$ cat config.mk
export PLATFORM = sky130hd
export DESIGN_NAME = alu
export DESIGN_NICKNAME = d
export VERILOG_FILES = /design/src/rtl/alu.sv
export SDC_FILE = /design/constraint.sdc
export NUM_CORES = 1
export LEC_CHECK = 0
export ABC_AREA = 1
export BUFFER_PORTS_ARGS = -buffer_cell sky130_fd_sc_hd__clkbuf_2
export CORE_UTILIZATION = 55
export CTS_CLUSTER_DIAMETER = 120
export DETAILED_ROUTE_END_ITERATION = 7
export PLACE_DENSITY_LB_ADDON = 0.25
export SLEW_MARGIN = 20
export SYNTH_ARGS = -nofsm -noshare
export SYNTH_HDL_FRONTEND = slang
export SYNTH_SLANG_ARGS = --single-unit
$ cat constraint.sdc
create_clock -name clk -period 3.89 [get_ports clk]
set_clock_uncertainty 0.1 [all_clocks]
set_input_delay 0 -clock clk [delete_from_list [all_inputs] [get_ports clk]]
set_output_delay 0 -clock clk [all_outputs]
set_load 0.05 [all_outputs]
$ cat src/rtl/alu.sv
// 16-bit datapath ALU: combinational result and flags, plus a one-cycle
// registered copy of result/zero for status and debug.
module alu #(
  parameter int WIDTH = 16
) (
  input  logic             clk,
  input  logic             rst_n,
  input  logic [2:0]       alu_operation,
  input  logic [WIDTH-1:0] in1,
  input  logic [WIDTH-1:0] in2,
  output logic [WIDTH-1:0] result,
  output logic             zero_flag,
  output logic             carry_flag,
  output logic             overflow_flag,
  output logic [WIDTH-1:0] result_q,
  output logic             zero_q
);

  typedef enum logic [2:0] {
    OP_MOVE = 3'b000,
    OP_ADD  = 3'b001,
    OP_SUB  = 3'b010,
    OP_AND  = 3'b011,
    OP_OR   = 3'b100,
    OP_NOT  = 3'b101,
    OP_NOP  = 3'b110,
    OP_RSVD = 3'b111
  } alu_op_e;

  alu_op_e        w_op;
  logic [WIDTH:0] w_sum;
  logic [WIDTH:0] w_diff;
  logic           w_s1;
  logic           w_s2;

  assign w_op   = alu_op_e'(alu_operation);
  // Bit WIDTH of the zero-extended difference is the unsigned borrow.
  assign w_sum  = {1'b0, in1} + {1'b0, in2};
  assign w_diff = {1'b0, in1} - {1'b0, in2};
  assign w_s1   = in1[WIDTH-1];
  assign w_s2   = in2[WIDTH-1];

  always_comb begin
    // NOTE: every output gets a default first so no path can infer a latch.
    result        = in1;
    carry_flag    = 1'b0;
    overflow_flag = 1'b0;
    case (w_op)
      OP_MOVE: result = in2;
      OP_ADD: begin
        result        = w_sum[WIDTH-1:0];
        carry_flag    = w_sum[WIDTH];
        overflow_flag = (w_s1 == w_s2) && (w_sum[WIDTH-1] != w_s1);
      end
      OP_SUB: begin
        result        = w_diff[WIDTH-1:0];
        carry_flag    = w_diff[WIDTH];
        overflow_flag = (w_s1 != w_s2) && (w_diff[WIDTH-1] != w_s1);
      end
      OP_AND:  result = in1 & in2;
      OP_OR:   result = in1 | in2;
      OP_NOT:  result = ~in2;
      OP_NOP:  result = in1;
      OP_RSVD: result = in1;
      default: result = in1;
    endcase
  end

  assign zero_flag = (result == '0);

  // NOTE: sequential state uses non-blocking assignments so all flops update
  // together on the edge; reset clears them asynchronously.
  always_ff @(posedge clk or negedge rst_n) begin
    if (!rst_n) begin
      result_q <= '0;
      zero_q   <= 1'b0;
    end else begin
      result_q <= result;
      zero_q   <= zero_flag;
    end
  end

endmodule

---- Word level (Yosys, flattened, before mapping) ----
Cells that the tools add are included.
operators by class
  reductions and logical operators ........ 5
  add/subtract/negate cells ............... 2
  multiplexer cells ....................... 3
  equality and inequality tests ........... 11
  bitwise gates (word level) .............. 3
operators with widths
  kind                                                  count
  one-hot mux 16 bit (7 select lines)                   1
  adder 16 x 16 -> 17 bit                               1
  subtractor 16 x 16 -> 17 bit                          1
  bitwise AND 16 bit                                    1
  logical NOT 16 bit                                    1
  inverter 16 bit                                       1
  OR 16 bit                                             1
  equality test 3 bit (second input constant)           4
  equality test 3 x 2 -> 1 bit (second input constant)  2
  one-hot mux 1 bit (2 select lines)                    2
  equality test 3 x 1 -> 1 bit (second input constant)  1
  logical NOT 3 bit                                     1
  != test 1 bit                                         3
  logical AND 1 bit                                     2
  OR reduction 2 bit                                    1
  equality test 1 bit                                   1
word-level totals
  output and inout port bits .............. 36
  input port bits ......................... 37
  bits in registers ....................... 17
  word-level logic and storage cells ...... 26

---- Depth between registers and ports, before layout ----
Gate-level depths: netlist (run 1).
  depth in word-level cells ............... 4
  mapped depth ............................ 18
  gate-level depth less buffers ........... 17

---- Worst setup path after synthesis (run 1) ----
No wires, ideal clock.
  kind .................................... input to register
  from .................................... input in1[0]
  to ...................................... register zero_q
  setup time .............................. 203 ps
  data arrival time ....................... 2757 ps
  setup slack ............................. 830 ps
  stages .................................. 16
  path through ............................ ha_1 > inv_1 > fa_1 > inv_1 > nand2_1 > nand2_1 > nand3_1 > nand2_1 > nand2_1 > nand2_1 > nand2_1 > nand3_1 > nand4_1 > nor2_1 > nand3_1 > nor2_1
on the way
  longest elaborated chain between the ends .. 3
ends and longest elaborated chain
  what                                                                            RTL line  RTL
  from (decl)                                                                     9         input logic [WIDTH-1:0] in1,
  subtractor 16 x 16 -> 17 bit / adder 16 x 16 -> 17 bit (equally long branches)  39, 38
  one-hot mux 16 bit (7 select lines) (*)                                         48        case (w_op)
  net result[14]                                                                  11        output logic [WIDTH-1:0] result,
  logical NOT 16 bit (*)                                                          69        assign zero_flag = (result == '0);
  net zero_flag                                                                   12        output logic zero_flag,
  to (signal assigned)                                                            79        zero_q <= zero_flag;
  to (decl)                                                                       16        output logic zero_q
Mark *: on every way through the listed nets, which the timed path passes. The rest lies on a longest branch.

---- Worst setup path in the final report (run 1) ----
  from .................................... input in2[13]
  to ...................................... output zero_flag
on the way
  longest elaborated chain between the ends .. 3
ends and longest elaborated chain
  what                                                  RTL line  RTL
  from (decl)                                           10        input logic [WIDTH-1:0] in2,
  subtractor 16 x 16 -> 17 bit (tied with other cells)  39        assign w_diff = {1'b0, in1} - {1'b0, in2};
  one-hot mux 16 bit (7 select lines) (*)               48
  logical NOT 16 bit (*)                                69
  to (decl)                                             12
Mark *: on every way between the ends. The rest lies on a longest branch, timed or not.

==> flow_summary_export.csv, run 1 <==
group,metric,value,unit
final_layout,instances_no_fill,756,
timing,fin_crit,2900,ps
timing,grt_setup_unrepaired,"no",
worst_setup_path,path_max_fanout,8,
synthesis,syn_area,3720,µm²
grt,grt_use_total,33.5,%
floorplanning,row_count,29,
worst_setup_path,worstSetupEndpointType,"output port",
timing,setup_violations,0,
routing,routedWlPerCell,15.6,µm
grt,grt_use_met3,2.56,%
floorplanning,die_area,7090,µm²
power,powerDensity,254,nW/µm²
final_layout,drive_gt1_share,16.1,%
grt,use_met1,45.4,%
synthesis,yosysSeqAreaShare,11.4,%
power,power_leakage,2.43,nW
grt,grt_overflow_total,0,
grt,first_global_vias,3875,
synthesis,synthCells,620,
power,total_power,0.00103,W
power,p_sw,0.000579,W
synthesis,synth_common_cells,"161 x nand2_1, 112 x inv_1, 74 x nand3_1",
floorplanning,io_pins,73,
timing,finalMaxSlewViolations,0,
routing,drt-total-wl,11800,µm
place,port_buffers,72,
worst_setup_path,critical_path_arrival,2800,ps
grt,grtUsageMet2,55.6,%
synthesis,ys_warn_count,0,
clock_network,path_clk_slew,60,ps
synthesis,ys_ff_latch,17,
place,place_inst,749,
clock_network,clockBufferDepth,2,
routing,drc,17,
synthesis,ys_types,42,
grt,antenna_found_initial,0,
timing,finalSetupTns,0,ps
worst_setup_path,startpoint_type,"input port",
routing,vias,4300,
routing,avgViaCountPerCell,5.69,
synthesis,syn_avg_cell_area,5.99,µm²
clock_network,root_buffer,"clkbuf_8",
routing,firstDrtPassIters,7,
grt,grt_busiest_layer,"met2",
synthesis,synth_top_area_share,16.8,%
final_layout,diodes,0,
synthesis,synthFlopType,"dfrtp_1",
timing,clock.fmax,345,MHz
grt,grt_max_degree,18,
synthesis,netlist_top_cells_area,"ha_1 17%, nand2_1 16%, dfrtp_1 11%",
clock_network,cts.sinks,17,
place,dp_hpwl,9490,µm
power,power_frac_clock,12.4,%
synthesis,synth_fp_nets,709,
timing,max_slew.worst_pin.slew,627,ps
final_layout,syn2layout_area_growth,9.12,%
timing,hold_viol_final,0,
run_status,violations,"DRC",
routing,ant_nets,0,
place,place_congestion,0.965,
timing,period_share,74.5,%
final_layout,nNetsFinal,769,
power,power_frac_seq,20.0,%
worst_setup_path,required,3790,ps
clock_network,cts_tree,"built",
floorplanning,fp.coreArea,6420,µm²
final_layout,fillers,624,
power,max-vdd-ir-drop,0.116,mV
floorplanning,start_util,57.9,%
grt,grt_pass1_wl,18800,µm
run_status,status,"finished, violations left",
power,intPower,0.000450,W
synthesis,synth_edf_count,0,
floorplanning,fp.dieW,84.2,µm
clock_network,h-tree-depth,1,
synthesis,yosysMostFrequentCell,"nand2_1",
power,power_frac_comb,67.6,%
floorplanning,die_h,84.2,µm
clock_network,cts.repair.resized,0,
power,p_sw_share,56.3,%
timing,slew_headroom,58.2,%
synthesis,synth-async-reset-ratio,100,%
flow_run,drv_cap,0,
worst_setup_path,crit_type,"input port to output port",
synthesis,yosysTopAreaCell,"ha_1",
min_path,hp-class,"input port to register",
routing,drtIter0Drc,344,
clock_network,numCtsBuffers,3,
==> final timing paths <==
kind / startpoint / endpoint / slack, ps / cells after the start
setup / recovery: in2[13] / zero_flag / 990 / 16
hold / removal: in2[8] / result_q[8] / 60 / 3
max in group asynchronous: rst_n / result_q[7] / 3320 / 2
min in group asynchronous: rst_n / result_q[11] / 100 / 2
==> sequential cells by signal, indices dropped and copies added (netlist names) <==
register,count
zero_q,1
result_q,16
==> worst max-delay path, cell delays in order <==
cell and delay [ps]:
dlygate4sd3_1 540, clkbuf_2 150, inv_1 70, ha_1 390
nor2_1 240, nand2_1 100, nor3_1 150, nand2_1 140
nand3_1 90, nand2_1 80, nand3_1 80, nand4_1 140
nor2_1 130, nand3_1 70, nor2_1 130, clkbuf_2 290
==> kinds of logic (layout without fill, tap and decap cells) <==
group | after synthesis | after routing | synth area share, %
buffers and inverters | 141 | 200 | 17.5
adders and majority gates | 52 | 52 | 17.9
xor gates and xnor gates | 1 | 1 | 0.236
DFF | 17 | 17 | 11.4
and+or+nand+nor | 347 | 347 | 42.5
AOI/OAI and AO/OA | 62 | 62 | 10.4
==> power groups by stage <==
stage	clock (W)	sequential, W	combinational, W
3_3_place_gp	0	0.000209	0.000672
6_report	0.000128	0.000206	0.000696
3_5_place_dp	0	0.000209	0.000678
2_1_floorplan	0	0.000296	0.000435
5_1_grt	0.000131	0.000208	0.000753
4_1_cts	0.000130	0.000206	0.000683
==> final cells by class <==
class                   instances  area, µm²  area share (%)
inverters                     121        457            11.3
flip-flops and latches         17        425            10.5
clock buffers                   4       45.0            1.11
multi-input cells             462       2640            65.1
well taps                      77       96.3            2.38
repair buffers                 75        390            9.63
==> layer usage <==
layer  part of all wire (%)  up-vias
met4                    3.9        0
met5                      0        -
li1                       -     2091
met3                    9.7       39
met2                     43      240
met1                     43     1930
==> per-stage QoR <==
step                      setup slack [ps]  hold slack, ps  util (%)  cell area (µm²)
after global routing                   679            81.4      63.1             4060
after global placement                1150            -167      62.0             3980
after CTS                             1040            44.2      63.1             4060
after floorplan                        830            -396         -             3720
after detailed placement              1140            -164      62.0             3980
final                                  991            61.9      63.1             4060
==> repair_timing <==
item	in CTS	in global routing
hold buffers	3	0
setup buffers	0	0
endpoints found under the hold margin	19	0
==> cells in the final DEF, fill, tap and decap left out, types with 3 or more instances in the layout <==
| cell | instances |
|---|---|
| a211oi_1 | 3 |
| o21ai_0 | 9 |
| nand3_1 | 74 |
| nand2_1 | 161 |
| nor3_1 | 4 |
| ha_1 | 50 |
| clkbuf_8 | 3 |
| nand2_2 | 7 |
| o21bai_1 | 4 |
| dfrtp_1 | 17 |
| dlygate4sd3_1 | 3 |
| nand4_1 | 19 |
| a21oi_1 | 17 |
| inv_1 | 112 |
| inv_2 | 7 |
| clkbuf_2 | 72 |
| a21oi_2 | 5 |
| o22ai_1 | 16 |
| nand3_2 | 3 |
| nor2_1 | 66 |
No activity file was read; power rests on OpenSTA's default activity.
==> inputs of run 2 (changes only) <==
- ABC_AREA: 1 -> 0
- CORE_UTILIZATION: 55 -> 52
- clock period: 3.89 -> 2.5 ns (I/O delays scaled with it)
==> run 2 against run 1 <==
The run ends with DRC, setup timing left. First-iteration DRC count up 80%. Die area up 0.94%. Synthesized area down 4.5%. Clock-buffer cell count unchanged. Flip-flop and latch count unchanged. Combinational power up 150%. Core utilization up 26 points. Via count up 16%. Global-route usage up 6.8 points. Design area up 42%. Sequential share of layout area down 3.1 points. Hold slack better by 48 ps. Largest cell class unchanged. Largest power group unchanged.
==> flow_summary_export.csv, run 2 <==
group,metric,value,unit
place,dp_slack,-1120,ps
routing,routedWlPerCell,20.8,µm
grt,grt_overflow_total,0,
place,dp_hpwl,10800,µm
final_layout,fin_util,89.3,%
synthesis,ys_types,81,
final_layout,syn2layout_area_growth,62.5,%
routing,avgViaCountPerCell,6.57,
place,place_inst,745,
synthesis,syn_avg_cell_area,7.61,µm²
grt,grt_use_total,40.4,%
routing,ant_nets,0,
synthesis,synth_fp_nets,555,
clock_network,clockBufferDepth,2,
routing,drt-total-wl,15800,µm
timing,finalMaxSlewViolations,0,
place,port_buffers,72,
timing,period_share,139,%
clock_network,path_clk_slew,60,ps
grt,first_global_vias,4816,
clock_network,cts.sinks,17,
synthesis,synth-async-reset-ratio,100,%
final_layout,drive_gt1_share,48.4,%
worst_setup_path,required,2400,ps
final_layout,largest_reg_flops,16,
synthesis,synth_edf_count,0,
timing,clock.fmax,288,MHz
synthesis,synthCells,466,
synthesis,yosysSeqAreaShare,12.0,%
worst_setup_path,path_max_fanout,3,
grt,grt_pass1_wl,23100,µm
floorplanning,die_area,7160,µm²
routing,vias,4972,
synthesis,ys_ff_latch,17,
power,powerDensity,387,nW/µm²
synthesis,synth_fa_ha_area_share,18.8,%
grt,antenna_found_initial,1,
timing,hold_viol_final,0,
power,power_frac_clock,8.8,%
worst_setup_path,crit_type,"input port to output port",
routing,drc,4,
final_layout,instances_no_fill,757,
synthesis,yosysTopAreaCell,"ha_1",
flow_run,drv_cap,0,
synthesis,synth_common_cells,"50 x ha_1, 44 x inv_1, 42 x a21oi_1",
floorplanning,io_pins,73,
power,p_sw_share,49.3,%
clock_network,h-tree-depth,1,
final_layout,largest-register,"result_q",
timing,whs,110,ps
clock_network,root_buffer,"clkbuf_8",
synthesis,ys_warn_count,0,
synthesis,synth-simple-area-share,17.9,%
floorplanning,die_h,84.6,µm
timing,slew_headroom,62.1,%
power,max-vdd-ir-drop,0.177,mV
routing,firstDrtPassIters,8,
power,power_frac_comb,76.7,%
synthesis,synthFlopType,"dfrtp_1",
timing,max_slew.worst_pin.slew,565,ps
run_status,violations,"DRC, setup timing",
synthesis,netlist_top_cells_area,"ha_1 18%, dfrtp_1 12%, a21oi_1 5.9%",
floorplanning,fp.dieW,84.6,µm
synthesis,synthXorXnorAreaFrac,3.70,%
power,intPower,0.00113,W
clock_network,numCtsBuffers,3,
place,place_congestion,1.01,
synthesis,synth_compound_area_share,35.4,%
worst_setup_path,worstSetupEndpointType,"output port",
floorplanning,start_util,54.9,%
worst_setup_path,critical_path_arrival,3370,ps
final_layout,nNetsFinal,770,
synthesis,yosysMostFrequentCell,"ha_1",
timing,worst_slack,-972,ps
worst_setup_path,startpoint_type,"input port",
final_layout,diodes,0,
grt,grt_max_degree,18,
run_status,status,"finished, violations left",
final_layout,fin_area,5770,µm²
min_path,hp-class,"input port to asynchronous set/reset pin",
final_layout,top_regs,"result_q (16), zero_q (1)",
clock_network,cts_tree,"built",
synthesis,syn_area,3550,µm²
synthesis,synth_top_family_by_area,"compound AO/OA/AOI/OAI gates",
timing,fin_crit,3470,ps
synthesis,synth_top_area_share,17.6,%
routing,drtIter0Drc,619,
floorplanning,row_count,29,
synthesis,synthMuxAreaShare,2.33,%
power,power_leakage,2.77,nW
floorplanning,fp.coreArea,6460,µm²
power,p_sw,0.00110,W
power,power_frac_seq,14.5,%
timing,setup_violations,8,
final_layout,layout_commonest_cell,"buf_4",
place,placed_cell_area,5280,µm²
final_layout,layout_common_cells,"162 x buf_4, 57 x clkbuf_2, 43 x ha_1, 37 x a21oi_1, 34 x inv_1",
timing,grt_setup_unrepaired,"yes",
[run 2: cell count changes in the layout (fill, tap and decap cells not counted), moves of 10 or more]
cell / delta
nand3_1: -65
clkbuf_2: -15
inv_1: -78
nor2_1: -38
a31oi_1: +13
nor3_1: +10
buf_4: +162
nand2_1: -137
o22ai_1: -14
a21oi_1: +20
nand4_1: -17
[run 2: power by group through the flow]
stage,logic (W),registers [W],clock network (W)
after floorplan,0.000751,0.000468,0
after global placement,0.00144,0.000327,0
after detailed placement,0.00149,0.000328,0
after CTS,0.00156,0.000323,0.000194
after global routing,0.00179,0.000328,0.000203
final,0.00171,0.000324,0.000197
[run 2: worst paths after layout]
| kind | startpoint | slack [ps] | endpoint | depth (start not counted) |
|---|---|---|---|---|
| setup / recovery | in2[0] | -970 | zero_flag | 14 |
| hold / removal | rst_n | 110 | result_q[8] | 2 |
| max in group asynchronous | rst_n | 1910 | result_q[7] | 2 |
| min in group clk | in2[5] | 200 | result_q[5] | 4 |
[run 2: kinds of logic after synthesis]
group	count (synthesis)
AOI/OAI and AO/OA	173
xor gates and xnor gates	15
adders and majority gates	52
buffers and inverters	77
DFF	17
muxes	8
and+or+nand+nor	124
[run 2: worst max-delay path: stages]
cell and delay [ps]:
buf_8 90, ha_4 130, inv_2 40, fa_1 500, nor2b_4 160, a211oi_2 50
a311oi_1 280, buf_4 190, o22ai_4 60, or4_4 540, or4_4 430, or4_4 460
nor3_4 260, buf_8 180
[run 2: what timing repair did]
item,4_1_cts,5_1_grt
hold endpoints to repair,17,0
resized for setup,46,46
endpoints found under the setup margin,14,14
hold buffers,1,0
setup buffers,3,7
cloned,0,0
pin swaps,16,13
[run 2: final cells by class]
cell class	instances	area (µm²)
clock buffer	4	45.0
fill	311	693
inverter	47	193
multi-input combinational	372	3200
sequential	17	425
tap	77	96.3
timing repair buffer	240	1800
[run 2: metal layers]
layer  vias to the layer above  global-route usage (%)  part of all wire, %
li1                       2156                       -                    -
met1                      2300                    48.7                   36
met2                       404                    71.7                   48
met3                       112                    5.60                   11
met4                         0                    16.8                  4.8
met5                         -                       0                    0
[run 2: metrics by stage]
step / power (W) / TNS, ps
2_1_floorplan: 0.00122 / -2190
3_5_place_dp: 0.00182 / -4760
5_1_grt: 0.00232 / -2980
3_3_place_gp: 0.00177 / -3480
4_1_cts: 0.00207 / -1850
6_report: 0.00223 / -2280
